--- src/rtl/key_edge_debounce.sv ---
// Multi-channel key synchroniser and debouncer with 1-cycle edge pulses.
// Also provides sticky per-channel event flags with ack and overrun for slow consumers.
module key_edge_debounce #(
  parameter int N_CH            = 4,
  parameter int SYNC_STAGES     = 2,
  parameter int DEBOUNCE_CYCLES = 16
) (
  input  logic            clk,
  input  logic            reset,
  input  logic [N_CH-1:0] key_in,
  input  logic [1:0]      edge_mode,
  input  logic [N_CH-1:0] evt_ack,
  output logic [N_CH-1:0] key_level,
  output logic [N_CH-1:0] key_pos,
  output logic [N_CH-1:0] key_neg,
  output logic [N_CH-1:0] evt_pending,
  output logic [N_CH-1:0] evt_overrun
);

  localparam int CNT_W = (DEBOUNCE_CYCLES > 1) ? $clog2(DEBOUNCE_CYCLES) : 1;
  localparam logic [CNT_W-1:0] CNT_LAST = CNT_W'(DEBOUNCE_CYCLES - 1);

  typedef enum logic [1:0] {
    MODE_RISE = 2'b00,
    MODE_FALL = 2'b01,
    MODE_BOTH = 2'b10,
    MODE_NONE = 2'b11
  } edge_mode_e;

  edge_mode_e mode;
  logic       qual_rise;
  logic       qual_fall;

  assign mode = edge_mode_e'(edge_mode);

  always_comb begin
    qual_rise = 1'b0;
    qual_fall = 1'b0;
    case (mode)
      MODE_RISE: qual_rise = 1'b1;
      MODE_FALL: qual_fall = 1'b1;
      MODE_BOTH: begin
        qual_rise = 1'b1;
        qual_fall = 1'b1;
      end
      default: ;
    endcase
  end

  for (genvar ch = 0; ch < N_CH; ch++) begin : g_ch
    logic [SYNC_STAGES-1:0] sync_q;
    logic [CNT_W-1:0]       cnt_q;
    logic                   level_q;
    logic                   pos_q;
    logic                   neg_q;
    logic                   pending_q;
    logic                   overrun_q;
    logic                   synced;
    logic                   accept;
    logic                   rise;
    logic                   fall;
    logic                   qual;

    always_ff @(posedge clk) begin
      if (reset) sync_q <= '0;
      else       sync_q <= {sync_q[SYNC_STAGES-2:0], key_in[ch]};
    end

    assign synced = sync_q[SYNC_STAGES-1];
    assign accept = (synced != level_q) && (cnt_q == CNT_LAST);
    assign rise   = accept &  synced;
    assign fall   = accept & ~synced;
    assign qual   = (rise & qual_rise) | (fall & qual_fall);

    // Persistence counter: any return to the current level restarts the count.
    always_ff @(posedge clk) begin
      if (reset) begin
        cnt_q   <= '0;
        level_q <= 1'b0;
      end else if (synced == level_q) begin
        cnt_q <= '0;
      end else if (accept) begin
        cnt_q   <= '0;
        level_q <= synced;
      end else begin
        cnt_q <= cnt_q + 1'b1;
      end
    end

    // A new event arriving with its ack keeps pending set without flagging overrun.
    always_ff @(posedge clk) begin
      if (reset) begin
        pos_q     <= 1'b0;
        neg_q     <= 1'b0;
        pending_q <= 1'b0;
        overrun_q <= 1'b0;
      end else begin
        pos_q     <= rise;
        neg_q     <= fall;
        pending_q <= qual | (pending_q & ~evt_ack[ch]);
        overrun_q <= ~evt_ack[ch] & (overrun_q | (qual & pending_q));
      end
    end

    assign key_level[ch]   = level_q;
    assign key_pos[ch]     = pos_q;
    assign key_neg[ch]     = neg_q;
    assign evt_pending[ch] = pending_q;
    assign evt_overrun[ch] = overrun_q;
  end

endmodule

--- config.mk ---
export PLATFORM = sky130hd
export DESIGN_NAME = key_edge_debounce
export DESIGN_NICKNAME = d
export VERILOG_FILES = /design/src/rtl/key_edge_debounce.sv
export SDC_FILE = /design/constraint.sdc
export NUM_CORES = 1
export LEC_CHECK = 0
export ABC_AREA = 1
export BUFFER_PORTS_ARGS = -buffer_cell sky130_fd_sc_hd__buf_4
export CELL_PAD_IN_SITES_DETAIL_PLACEMENT = 0
export CELL_PAD_IN_SITES_GLOBAL_PLACEMENT = 1
export CORE_MARGIN = 10
export CORE_UTILIZATION = 36
export CTS_CLUSTER_DIAMETER = 40
export CTS_CLUSTER_SIZE = 14
export DETAILED_ROUTE_END_ITERATION = 10
export HOLD_SLACK_MARGIN = 0.06
export PLACE_DENSITY_LB_ADDON = 0.1
export SYNTH_ARGS = -nofsm -noshare
export SYNTH_HDL_FRONTEND = slang
export SYNTH_SLANG_ARGS = --single-unit
--- constraint.sdc ---
create_clock -name clk -period 1 [get_ports clk]
set_input_delay 0.2 -clock clk [delete_from_list [all_inputs] [get_ports clk]]
set_output_delay 0.2 -clock clk [all_outputs]
set_load 0.02 [all_outputs]
==> impl_metrics.sql, run 1 <==
INSERT INTO impl_metrics (metric_group, metric, value, unit) VALUES
('final_layout', 'layout-area-overhead-vs-synth', '30.7', '%'),
('logic_synthesis', 'synth_seq_cells', '44', ''),
('grt', 'maximum_number_of_pins_on_one_net_before_global_route_repair', '12', ''),
('sta', 'max_transition_margin', '0.832', ''),
('grt', 'globalRouteOverflowTotal', '0', ''),
('final_layout', 'fraction_of_layout_instances_using_a_drive_strength_above_1', '0.484', ''),
('grt', 'global_route_wire_length_before_repair', '6250', 'µm'),
('sta', 'min_period', '1060', 'ps'),
('placed_design', 'gpl.final_weighted_congestion', '0.737', ''),
('final_layout', 'fin_nets', '303', ''),
('clocking', 'clk_root_buffer_cell', 'sky130_fd_sc_hd__clkbuf_8', ''),
('power_and_ir_drop', 'seqPwrFrac', '0.607', ''),
('sta', 'endpoints_failing_setup', '16', ''),
('sta', 'tightest_slew', '251', 'ps'),
('floorplanning', 'die_y', '93.4', 'µm'),
('floorplanning', 'chipWidth', '93.4', 'µm'),
('routing', 'post-route-drc-count', '0', ''),
('routing', 'drtIter0Drc', '38', ''),
('critical_path', 'critPathArrivalTime', '1240', 'ps'),
('sta', 'maxClockFrequency', '945', 'MHz'),
('sta', 'timing.final.ws_setup', '-58.1', 'ps'),
('routing', 'vias_per_cell', '4.13', ''),
('critical_path', 'worst-path-max-fanout', '5', ''),
('final_layout', 'fin_util', '0.491', ''),
('sta', 'report.final.hold_viol_count', '0', ''),
('power_and_ir_drop', 'leakage', '1.22', 'nW'),
('critical_path', 'critical_path.endpoint_type', 'flip-flop', ''),
('logic_synthesis', 'post_synth_inst_count', '250', ''),
('floorplanning', 'die-area', '8730', 'µm²'),
('grt', 'number_of_global_route_vias_before_repair', '1430', ''),
('clocking', 'clockBufferDepth', '2', ''),
('logic_synthesis', 'synth.yosys.warnings', '0', ''),
('power_and_ir_drop', 'switch_pwr', '0.642', 'mW'),
('floorplanning', 'placementRows', '26', ''),
('power_and_ir_drop', 'combPwrFrac', '0.055', ''),
('routing', 'wire_per_inst', '10.4', 'µm'),
('final_layout', 'final_cell_mix', 'sky130_fd_sc_hd__nand2_1 (44), sky130_fd_sc_hd__buf_4 (42), sky130_fd_sc_hd__nor2_1 (28)', ''),
('clocking', 'clk-insertion-delay-late', '280', 'ps'),
('power_and_ir_drop', 'pwr_density_cell', '1150', 'nW/µm²'),
('power_and_ir_drop', 'p_int', '2.29', 'mW'),
('outcome', 'status', 'complete, but fails checks', ''),
('worst_hold_path', 'timing.hold.worst.class', 'in -> reg', ''),
('final_layout', 'final_common_cell', 'sky130_fd_sc_hd__nand2_1', ''),
('final_layout', 'final_cell_area', '2540', 'µm²'),
('sta', 'finClkSkew', '3.63', 'ps'),
('grt', 'number_of_antenna_violations_at_the_first_check_in_global_routing', '0', ''),
('clocking', 'cts_num_sinks', '44', ''),
('critical_path', 'critical_path.startpoint_type', 'flip-flop', ''),
('logic_synthesis', 'synthesis.nets', '268', ''),
('sta', 'finalSetupTns', '-497', 'ps'),
('floorplanning', 'design.core.area', '5170', 'µm²'),
('logic_synthesis', 'synth_area', '1940', 'µm²'),
('routing', 'drt.antenna.violating_nets', '0', ''),
('floorplanning', 'initial_utilization', '0.375', ''),
('final_layout', 'finalNonFillerCells', '353', ''),
('power_and_ir_drop', 'sw_frac_of_total', '0.219', ''),
('placed_design', 'placed_area', '2180', 'µm²'),
('logic_synthesis', 'yosysUniqueCellTypes', '17', ''),
('power_and_ir_drop', 'worst_ir_drop_vdd', '0.725', 'mV'),
('sta', 'setup_repair_after_global_routing_missed_its_margin', 'yes', ''),
('logic_synthesis', 'seq_area_frac_synth', '0.454', ''),
('placed_design', 'post-dp-hpwl', '2740', 'µm'),
('clocking', 'clock_tree.htree_level_count', '2', ''),
('sta', 'min_period_over_period', '1.06', ''),
('clocking', 'cts_buffers', '5', ''),
('outcome', 'violations_in_the_final_reports', 'setup timing', ''),
('run', 'drv.max_cap_violation_count', '0', ''),
('logic_synthesis', 'syn_avg_cell_area', '7.77', 'µm²'),
('routing', 'totalWireLength', '3660', 'µm'),
('placed_design', 'numPlacedInstances', '340', ''),
('power_and_ir_drop', 'clock_power_share', '0.338', ''),
('grt', 'global_route.usage.total', '0.0883', ''),
('final_layout', 'insertedDiodeCount', '0', ''),
('clocking', 'clk_pin_slew_worst_paths', '80', 'ps'),
('routing', 'drt_pre_antenna_iters', '4', ''),
('critical_path', 'cp.required', '1180', 'ps'),
('clocking', 'tritoncts', 'yes', ''),
('placed_design', 'place.port_buffers', '31', ''),
('sta', 'report.final.slew_viol_count', '0', ''),
('floorplanning', 'io-pin-count', '32', ''),
('placed_design', 'placement.setup.worst_slack', '-99.6', 'ps'),
('critical_path', 'worst-setup-path-type', 'reg -> reg', ''),
('routing', 'vias', '1459', '');
synth_stat cells:
| cell type | instances | area share |
|---|---|---|
| sky130_fd_sc_hd__nor3_2 | 5 | 0.026 |
| sky130_fd_sc_hd__xor2_1 | 4 | 0.018 |
| sky130_fd_sc_hd__nand2_2 | 7 | 0.023 |
| sky130_fd_sc_hd__inv_1 | 30 | 0.058 |
| sky130_fd_sc_hd__nand2_1 | 53 | 0.10 |
| sky130_fd_sc_hd__a21oi_1 | 4 | 0.010 |
| sky130_fd_sc_hd__nor2_1 | 35 | 0.068 |
| sky130_fd_sc_hd__nand3_2 | 4 | 0.021 |
| sky130_fd_sc_hd__nand3_1 | 12 | 0.031 |
| sky130_fd_sc_hd__ha_1 | 6 | 0.039 |
| sky130_fd_sc_hd__or2_1 | 4 | 0.013 |
| sky130_fd_sc_hd__nor2_4 | 4 | 0.023 |
| sky130_fd_sc_hd__buf_2 | 2 | 0.0052 |
| sky130_fd_sc_hd__buf_4 | 20 | 0.077 |
| sky130_fd_sc_hd__nor3_1 | 3 | 0.0077 |
| sky130_fd_sc_hd__inv_2 | 13 | 0.025 |
| sky130_fd_sc_hd__dfxtp_1 | 44 | 0.45 |
sequential cells by signal, summed over array words and instances, names as in the netlist:
signal and count:
g_ch.level_q 4, g_ch.neg_q 4, g_ch.pos_q 4, g_ch.cnt_q 16, g_ch.sync_q 8, g_ch.pending_q 4, g_ch.overrun_q 4
cell families (layout without fill, tap and decap cells):
kind of cell,after synthesis,count (layout),share of synthesized area
adder cells (fa/ha/maj),6,6,0.0387
buffers and inverters,65,98,0.166
AO/OA/AOI/OAI,4,4,0.0103
flip-flops,44,44,0.454
AND/OR/NAND/NOR,127,127,0.314
XOR/XNOR,4,4,0.0180
area by class of cell:
| type | instances | area, µm² |
|---|---|---|
| multi-input cells | 141 | 907 |
| repair buffers | 50 | 405 |
| clock buffers | 5 | 68.8 |
| inverters | 43 | 161 |
| flip-flops and latches | 44 | 908 |
| fillers | 507 | 2630 |
| well taps | 70 | 87.6 |
per-stage QoR:
stage | total power [mW] | hold slack [ps]
after global placement | 1.97 | 389
after global routing | 3.06 | 101
final | 2.93 | 111
after detailed placement | 1.97 | 395
after CTS | 2.98 | 103
after floorplan | 1.90 | 307
worst paths after layout:
| kind | start | to | slack [ps] | depth (start not counted) |
|---|---|---|---|---|
| worst max-delay path | g_ch[0].cnt_q[0] | g_ch[0].cnt_q[3] | -60 | 6 |
| worst min-delay path | key_in[3] | g_ch[3].sync_q[0] | 110 | 3 |
| worst max register to register | g_ch[0].cnt_q[0] | g_ch[0].cnt_q[3] | -60 | 6 |
| worst min register to register | g_ch[3].sync_q[0] | g_ch[3].sync_q[1] | 410 | 2 |
power by group through the flow:
stage / logic (mW) / clock network [mW] / registers, mW
final: 0.160 / 0.990 / 1.78
after global routing: 0.180 / 1.10 / 1.78
after CTS: 0.156 / 1.04 / 1.78
after detailed placement: 0.145 / 0 / 1.82
after global placement: 0.146 / 0 / 1.82
after floorplan: 0.0802 / 0 / 1.82
critical path, stage by stage (launching register included):
cell                      delay (ps)
sky130_fd_sc_hd__dfxtp_2         360
sky130_fd_sc_hd__ha_4            150
sky130_fd_sc_hd__nand2_4          50
sky130_fd_sc_hd__nor2_4          160
sky130_fd_sc_hd__inv_2            70
sky130_fd_sc_hd__nand3_2         110
sky130_fd_sc_hd__nor2_1           60
layer usage:
| layer | up-vias | routed length [µm] | part of all wire | track usage |
|---|---|---|---|---|
| met5 | - | 0 | 0 | 0 |
| met4 | 0 | 39 | 0.011 | 0.0347 |
| met3 | 4 | 217 | 0.059 | 0.0376 |
| met2 | 20 | 1710 | 0.47 | 0.144 |
| met1 | 642 | 1700 | 0.46 | 0.0995 |
| li1 | 793 | - | - | - |
timing repair:
action                     4_1_cts  5_1_grt
setup endpoints to repair       38       43
pin swaps                       18       11
setup buffers                    5        3
resized for setup               50       20
hold buffers                     0        0
Note: power is estimated with default switching activity, not from simulation.
==> inputs of run 2 (changes only) <==
--- a/config.mk
+++ b/config.mk
@@ -9,7 +9,7 @@
 export BUFFER_PORTS_ARGS = -buffer_cell sky130_fd_sc_hd__buf_4
 export CELL_PAD_IN_SITES_DETAIL_PLACEMENT = 0
 export CELL_PAD_IN_SITES_GLOBAL_PLACEMENT = 1
-export CORE_MARGIN = 10
+export CORE_MARGIN = 3
 export CORE_UTILIZATION = 36
 export CTS_CLUSTER_DIAMETER = 40
 export CTS_CLUSTER_SIZE = 14
==> impl_metrics.sql, run 2 (synthesis gave the netlist of run 1 again) <==
INSERT INTO impl_metrics (metric_group, metric, value, unit) VALUES
('placed_design', 'gpl.final_weighted_congestion', '0.718', ''),
('floorplanning', 'chipWidth', '79.4', 'µm'),
('routing', 'post-route-drc-count', '0', ''),
('power_and_ir_drop', 'worst_ir_drop_vdd', '0.740', 'mV'),
('floorplanning', 'initial_utilization', '0.375', ''),
('sta', 'max_transition_margin', '0.825', ''),
('worst_hold_path', 'worstHoldEndpoint', 'g_ch[3].sync_q[0]', ''),
('sta', 'tightest_slew', '262', 'ps'),
('clocking', 'cts_num_sinks', '44', ''),
('critical_path', 'worst-r2r-cell-count', '7', ''),
('floorplanning', 'io-pin-count', '32', ''),
('final_layout', 'largest_register_ffs', '16', ''),
('routing', 'vias', '1471', ''),
('critical_path', 'timing.critical_path.mode_cell', 'sky130_fd_sc_hd__nand2_1', ''),
('routing', 'wire_per_inst', '9.91', 'µm'),
('floorplanning', 'die-area', '6310', 'µm²'),
('clocking', 'clock_tree.htree_level_count', '2', ''),
('placed_design', 'placement.setup.worst_slack', '-92.9', 'ps'),
('sta', 'endpoints_failing_setup', '16', ''),
('routing', 'drt.antenna.violating_nets', '0', ''),
('power_and_ir_drop', 'leakage', '1.26', 'nW'),
('sta', 'finClkSkew', '2.14', 'ps'),
('worst_hold_path', 'worst_hold_startpoint', 'key_in[3]', ''),
('critical_path', 'path_delay_family', 'simple AND/OR/NAND/NOR gates', ''),
('sta', 'setup_repair_after_global_routing_missed_its_margin', 'yes', ''),
('critical_path', 'crit_path_max_incr_delay', '350', 'ps'),
('critical_path', 'worst-setup-path-type', 'reg -> reg', ''),
('grt', 'globalRoute.busiestLayer', 'met2', ''),
('critical_path', 'worst-path-max-fanout', '4', ''),
('routing', 'drtIter0Drc', '54', ''),
('grt', 'number_of_antenna_violations_at_the_first_check_in_global_routing', '0', ''),
('routing', 'totalWireLength', '3540', 'µm'),
('sta', 'report.final.slew_viol_count', '0', ''),
('final_layout', 'layout-area-overhead-vs-synth', '34.1', '%'),
('outcome', 'status', 'complete, but fails checks', ''),
('clocking', 'tritoncts', 'yes', ''),
('placed_design', 'post-dp-hpwl', '2510', 'µm'),
('sta', 'timing.final.ws_setup', '-65.7', 'ps'),
('critical_path', 'critical_path.startpoint_type', 'flip-flop', ''),
('floorplanning', 'die_y', '79.4', 'µm'),
('grt', 'number_of_global_route_vias_before_repair', '1481', ''),
('grt', 'grt_util_met3', '0.0372', ''),
('critical_path', 'critical_path.endpoint_type', 'flip-flop', ''),
('outcome', 'violations_in_the_final_reports', 'setup timing', ''),
('final_layout', 'fin_nets', '305', ''),
('final_layout', 'fin_util', '0.504', ''),
('placed_design', 'place.port_buffers', '31', ''),
('clocking', 'clockBufferDepth', '2', ''),
('clocking', 'clk_root_buffer_cell', 'sky130_fd_sc_hd__clkbuf_8', ''),
('grt', 'globalRouteOverflowTotal', '0', ''),
('worst_hold_path', 'hold_depth', '3', ''),
('grt', 'global_route.usage.total', '0.127', ''),
('clocking', 'clk_pin_slew_worst_paths', '80', 'ps'),
('grt', 'global_route_wire_length_before_repair', '6240', 'µm'),
('power_and_ir_drop', 'total_power', '3.11', 'mW'),
('grt', 'grt.met1_usage', '0.149', ''),
('run', 'drv.max_cap_violation_count', '0', ''),
('critical_path', 'ff2ff_setup_slack', '-70', 'ps'),
('critical_path', 'timing.critical_path.buf_inv', '0', ''),
('power_and_ir_drop', 'pwr_density_cell', '1190', 'nW/µm²'),
('final_layout', 'fraction_of_layout_instances_using_a_drive_strength_above_1', '0.502', ''),
('sta', 'maxClockFrequency', '938', 'MHz'),
('routing', 'drt_pre_antenna_iters', '3', ''),
('final_layout', 'final_cell_mix', 'sky130_fd_sc_hd__buf_4 (44), sky130_fd_sc_hd__nand2_1 (42), sky130_fd_sc_hd__nor2_1 (29)', ''),
('final_layout', 'layout_top_registers', 'g_ch.cnt_q: 16 flops, g_ch.sync_q: 8 flops', ''),
('final_layout', 'insertedDiodeCount', '0', ''),
('final_layout', 'regMostFlops', 'g_ch.cnt_q', ''),
('worst_hold_path', 'timing.hold.worst.class', 'in -> reg', ''),
('clocking', 'cts_buffers', '5', ''),
('sta', 'report.final.hold_viol_count', '0', ''),
('floorplanning', 'design.core.area', '5170', 'µm²'),
('sta', 'min_period_over_period', '1.07', ''),
('sta', 'min_period', '1070', 'ps'),
('critical_path', 'cp_cell_sequence', 'ha_4 -> nand2_4 -> nor2_4 -> nand3_2 -> nand2_2 -> nand2_1 -> nand2_1', ''),
('final_layout', 'final_common_cell', 'sky130_fd_sc_hd__buf_4', ''),
('critical_path', 'timing.rr.start', 'g_ch[1].cnt_q[0]', ''),
('critical_path', 'crit_path_top_delay_cell', 'sky130_fd_sc_hd__dfxtp_2', ''),
('clocking', 'clk-insertion-delay-late', '290', 'ps'),
('grt', 'met2_usage', '0.212', ''),
('floorplanning', 'placementRows', '26', ''),
('critical_path', 'critPathArrivalTime', '1300', 'ps'),
('clocking', 'cts_hold_buf', '0', ''),
('routing', 'vias_per_cell', '4.12', ''),
('final_layout', 'layout.filler_cells', '501', ''),
('critical_path', 'cp.required', '1230', 'ps'),
('critical_path', 'r2r-end', 'g_ch[1].pending_q', ''),
('grt', 'maximum_number_of_pins_on_one_net_before_global_route_repair', '13', '');
## run 2: changes by cell type in the layout (fill, tap and decap cells not counted), sizes merged
cell    delta
buf        +2
clkbuf     +2
## run 2: stage by stage
stage               instances  setup TNS (ps)  hold slack, ps  cell area, µm²
global route              357           -2150             114            2610
CTS                       352            -607            93.8            2480
finish                    357            -512             105            2610
floorplan                 250               0             307            1940
detailed placement        341           -1700             392            2190
global placement          341           -1520             390            2190
## run 2: final cells by class
cell class | count | area, µm² | share of cell area
Clock buffer | 7 | 96.3 | 0.0370
Inverter | 43 | 164 | 0.0629
Multi-Input combinational cell | 141 | 928 | 0.356
Sequential cell | 44 | 908 | 0.349
Tap cell | 70 | 87.6 | 0.0336
Timing Repair Buffer | 52 | 420 | 0.161
## run 2: layer usage
metal	vias to the layer above	wire length, µm
met5	-	0
met4	0	76
met3	8	135
met2	22	1680
met1	644	1650
li1	797	-
## run 2: power breakdown
| group | internal (mW) | switching (mW) | total (mW) |
|---|---|---|---|
| sequential | 1.77 | 0.0111 | 1.78 |
| combinational | 0.0693 | 0.0917 | 0.161 |
| clock | 0.615 | 0.557 | 1.17 |
## run 2: worst max-delay path by stage
| stage | from | endpoint | cells after the start |
|---|---|---|---|
| floorplan | g_ch[3].cnt_q[0] | g_ch[3].cnt_q[2] | 6 |
| global placement | g_ch[0].cnt_q[0] | g_ch[0].overrun_q | 7 |
| detailed placement | g_ch[2].cnt_q[0] | g_ch[2].cnt_q[2] | 6 |
| CTS | g_ch[0].cnt_q[0] | g_ch[0].pending_q | 7 |
| global route | g_ch[1].cnt_q[0] | g_ch[1].pending_q | 7 |
| finish | g_ch[1].cnt_q[0] | g_ch[1].pending_q | 7 |
## run 2: worst register-to-register path: cells and delay by family (launching register included)
kind | cells | cell delay, ps
flops | 1 | 350
fa+ha+maj | 1 | 150
simple gates | 6 | 500
## run 2: what timing repair did
action | CTS | global route
setup endpoints to repair | 39 | 43
pin swaps | 16 | 21
buffers inserted | 4 | 5
gates resized for setup | 50 | 26
